--- src/rtl/ishift_gen.sv ---
// Multi-cycle shifter/rotator: CHUNK-bit strides while enough count remains, then 1-bit steps.
// Produces a last-bit-out carry and a one-cycle done strobe; abort cancels without done.
module ishift_gen #(
    parameter int WIDTH  = 32,
    parameter int CWIDTH = 6,
    parameter int CHUNK  = 6
) (
    input  logic              clk,
    input  logic              arstn,
    input  logic              go,
    input  logic              abort,
    input  logic [2:0]        fmt,
    input  logic [CWIDTH-1:0] cnt,
    input  logic [WIDTH-1:0]  a,
    output logic              busy,
    output logic              done,
    output logic [WIDTH-1:0]  y,
    output logic              cy
);

    // Field width for ROR32; only meaningful when WIDTH >= 32.
    localparam int RW = (WIDTH >= 32) ? 32 : WIDTH;

    logic [WIDTH-1:0]  r_y;
    logic              r_cy;
    logic              r_busy;
    logic              r_done;
    logic [CWIDTH-1:0] r_rem;
    logic [2:0]        r_fmt;

    logic [CWIDTH-1:0] w_n;
    logic              w_use_big;
    logic [CWIDTH-1:0] w_step;
    logic [WIDTH:0]    w_big;
    logic [WIDTH:0]    w_one;
    logic [WIDTH:0]    w_nxt;

    // Returns {carry, result} for one step of s bits; s is a constant at each call site.
    function automatic logic [WIDTH:0] step_fn(input logic [WIDTH-1:0] v, input logic [2:0] f,
                                               input int s);
        logic [WIDTH-1:0] r;
        logic [WIDTH-1:0] lo_out;
        logic [WIDTH-1:0] hi_out;
        logic [RW-1:0]    fld;
        logic             c;
        lo_out = v >> (s - 1);
        hi_out = v << (s - 1);
        fld    = v[RW-1:0];
        r      = v >> s;
        c      = lo_out[0];
        case (f)
            3'b001: begin r = v << s; c = hi_out[WIDTH-1]; end
            3'b010: begin r = $signed(v) >>> s; c = lo_out[0]; end
            3'b011: begin r = (v << s) | (v >> (WIDTH - s)); c = hi_out[WIDTH-1]; end
            3'b100: begin r = (v >> s) | (v << (WIDTH - s)); c = lo_out[0]; end
            3'b101: begin
                fld = (fld >> s) | (fld << (RW - s));
                r = v;
                r[RW-1:0] = fld;
                c = lo_out[0];
            end
            default: ;
        endcase
        return {c, r};
    endfunction

    always_comb begin
        w_n = cnt;
        case (fmt)
            3'b011, 3'b100: w_n = cnt & CWIDTH'(WIDTH - 1);
            3'b101:         w_n = cnt & CWIDTH'(31);
            default:        w_n = (cnt > CWIDTH'(WIDTH)) ? CWIDTH'(WIDTH) : cnt;
        endcase
    end

    assign w_use_big = (r_rem >= CWIDTH'(CHUNK));
    assign w_step    = w_use_big ? CWIDTH'(CHUNK) : CWIDTH'(1);
    assign w_big     = step_fn(r_y, r_fmt, CHUNK);
    assign w_one     = step_fn(r_y, r_fmt, 1);
    assign w_nxt     = w_use_big ? w_big : w_one;

    always_ff @(posedge clk or negedge arstn) begin
        if (!arstn) begin
            r_y    <= '0;
            r_cy   <= 1'b0;
            r_busy <= 1'b0;
            r_done <= 1'b0;
            r_rem  <= '0;
            r_fmt  <= 3'b000;
        end else begin
            r_done <= 1'b0;
            if (r_busy) begin
                if (abort) begin
                    r_busy <= 1'b0;
                    r_rem  <= '0;
                end else begin
                    r_y   <= w_nxt[WIDTH-1:0];
                    r_cy  <= w_nxt[WIDTH];
                    r_rem <= r_rem - w_step;
                    if (r_rem == w_step) begin
                        r_busy <= 1'b0;
                        r_done <= 1'b1;
                    end
                end
            end else if (go && !abort) begin
                r_y   <= a;
                r_cy  <= 1'b0;
                r_fmt <= fmt;
                r_rem <= w_n;
                if (w_n == '0) r_done <= 1'b1;
                else           r_busy <= 1'b1;
            end
        end
    end

    assign busy = r_busy;
    assign done = r_done;
    assign y    = r_y;
    assign cy   = r_cy;

endmodule

--- config.mk ---
export PLATFORM = sky130hd
export DESIGN_NAME = ishift_gen
export DESIGN_NICKNAME = d
export VERILOG_FILES = /design/src/rtl/ishift_gen.sv
export SDC_FILE = /design/constraint.sdc
export NUM_CORES = 1
export LEC_CHECK = 0
export ABC_CLOCK_PERIOD_IN_PS = 3100
export CAP_MARGIN = 10
export CORE_AREA = 2 2 94 96
export DETAILED_ROUTE_END_ITERATION = 7
export DIE_AREA = 0 0 96 98
export PLACE_DENSITY_LB_ADDON = 0.12
export SLEW_MARGIN = 20
export SYNTH_ARGS = -nofsm -noshare
export SYNTH_HDL_FRONTEND = slang
export SYNTH_SLANG_ARGS = --single-unit
--- constraint.sdc ---
create_clock -name clk -period 3.1 [get_ports clk]
set_input_delay 0.775 -clock clk [delete_from_list [all_inputs] [get_ports clk]]
set_output_delay 0.775 -clock clk [all_outputs]
set_load 0.005 [all_outputs]
==> impl_metrics.yaml <==
placement:
  gp_congestion: 0.877
  numPortBuffers: 79
  dp_hpwl_um: 7270
setup_path:
  path_cells: "a2111o_4, inv_8, ha_1, fa_1, inv_1, a211oi_1, a22oi_1, o2bb2ai_1"
  r2r_setup_slack_ps: 530
  path_class: "register to register"
  cp-start-kind: "register"
  critical_path.top_delay_family: "compound AO/OA/AOI/OAI gates"
  slowest_delay_ps: 620
  worst-path-buf-inv: 2
  end_kind: "register"
  worst-endpoint-required_ps: 3330
  path_max_fanout: 38
  crit_arrival_ps: 2800
  crit_slowest_cell: "a2111o_4"
die:
  die_w_um: 96
  dieHeight_um: 98
  die_area_um2: 9410
  core_area_um2: 8470
  ios: 80
  initial_core_util_pct: 38.8
  rows: 34
synth:
  synth_top_cell_area_share_pct: 33.5
  synth_edf_count: 0
  async_flop_share_pct: 100
  synth_area_um2: 3290
  ys_types: 49
  synthTopCellsByArea: "dfrtp_1 (33%), mux4_1 (12%), a21oi_1 (5.5%)"
  yosysWarnings: 0
  yosys.area.top_type: "dfrtp_1"
  synth_ff_type: "dfrtp_1"
  syn_avg_cell_area_um2: 9.47
  synth-seq-cells: 44
  ys_seq_area_share_pct: 33.5
  syn_nets: 397
  syn_inst: 347
routing:
  routed_wl_um: 10500
  wire_per_inst_um: 20.0
  drc: 0
  vias_per_cell: 6.02
  drt-pass1-iter-count: 5
  final_antenna_net_count: 0
  drt-initial-drc-count: 266
  num_vias: 3159
sta:
  fmax_ghz: 0.390
  rsz0062_at_grt: "false"
  fin_crit_ps: 2570
  fin_tns_setup_ps: 0
  hold_viol: 0
  relSlewSlack_pct: 41.4
  tightest_slew_ps: 875
  fin_worst_skew_ps: 12.2
  setup_viol: 0
  slew_violations: 0
  fin_crit_sh_pct: 82.8
layout:
  num-nets-final: 466
  diodes: 0
  layout-drive-gt1-share_pct: 9.83
  syn_to_final_growth_pct: 29.1
clocking:
  cts_tree: "yes"
  cts-resized-gates: 0
  hold_buffers: 0
  numCtsBuffers: 5
  clkTransAtPathRegs_ps: 90
  clock-sinks: 44
  postCtsSetupBuffers: 0
  cts_root_buf: "clkbuf_8"
  clock_latency_ps: 310
  cts_htree_levels: 2
  clockBufferDepth: 2
min_path:
  hold_path_class: "input port to async pin"
global_routing:
  antenna_found_initial: 0
  grt_pass1_wl_um: 16600
  grt_pass1_vias: 3098
  grtUsageMet3_pct: 3.47
  use_met2_pct: 35.3
  use_met1_pct: 33.1
  overflow: 0
  grt_usage_pct: 22.9
  top_usage_layer: "met2"
  grt_max_degree: 45
pwr:
  total_power_mw: 3.14
  total_leakage_power_nw: 1.66
  irDropWorstVdd_mv: 0.329
  p_per_area_nw_per_um2: 740
status:
  status: "finished, final reports clean"
flow_run:
  drv_cap: 0
through the flow:
stage	hold slack, ps	util (%)	instances	instance area (um^2)	setup slack (ps)
floorplan	479	-	347	3290	759
global placement	516	48.7	517	4130	467
detailed placement	501	48.7	517	4130	378
CTS	539	50.1	525	4240	553
global route	523	50.1	525	4240	348
finish	472	50.1	525	4240	535
cells in the final DEF (no fill, tap or decap), types with 11 or more instances in the layout:
| cell type | synthesis | final |
|---|---|---|
| a21oi_1 | 36 | 36 |
| nor2_1 | 35 | 35 |
| o21ai_0 | 24 | 24 |
| clkdlybuf4s50_1 | 0 | 78 |
| dfrtp_1 | 44 | 44 |
| nand2_1 | 46 | 46 |
| mux4_1 | 15 | 15 |
| buf_4 | 2 | 11 |
synthesized netlist by cell type (7+ instances only):
cell / n
mux2_2: 8
nand2_1: 46
a21oi_1: 36
nor2_1: 35
dfrtp_1: 44
mux4_1: 15
buf_2: 8
nor2b_1: 8
nand3_1: 8
clkbuf_1: 13
and2_1: 8
o21ai_0: 24
mux4_2: 7
per-layer routing:
metal | vias up | wire length [um]
met5 | - | 0
met4 | 0 | 193
met3 | 16 | 691
met2 | 137 | 4990
met1 | 1558 | 4620
li1 | 1448 | -
final timing paths:
check | startpoint | end | cells past startpoint
max | r_rem[1] | r_rem[4] | 8
min reg2reg | cy | cy | 1
max in group asynchronous | arstn | done | 1
min in group clk | cy | cy | 1
max reg2reg | r_rem[1] | r_rem[4] | 8
min | arstn | y[24] | 1
final cells by class:
type,instances,area (um^2)
Inverter,7,33.8
Multi-Input combinational cell,269,2000
Fill cell,816,4220
Sequential cell,44,1100
Clock buffer,5,68.8
Timing Repair Buffer,89,863
Clock inverter,3,46.3
Tap cell,108,135
sequential cells by signal (all words and copies together), names as in the netlist:
register and cells:
busy 1, r_rem 6, y 32, done 1, r_fmt 3, cy 1
where the power goes:
group | switching (mW) | total, mW | internal (mW) | leakage [nW]
registers | 0.347 | 1.08 | 0.738 | 0.523
logic | 0.683 | 1.58 | 0.899 | 1.08
clock network | 0.229 | 0.472 | 0.243 | 0.0548
logic make-up (layout without fill, tap and decap cells):
kind of cell	Yosys count	in the layout	synth area share, %
buffers and inverters	34	104	5.86
flip-flops	44	44	33.5
AO/OA/AOI/OAI	105	105	20.5
AND/OR/NAND/NOR	127	127	17.9
XOR/XNOR	1	1	0.267
adder cells (fa/ha/maj)	5	5	2.13
multiplexers	31	31	19.8
(Power assumes the default switching activity.)
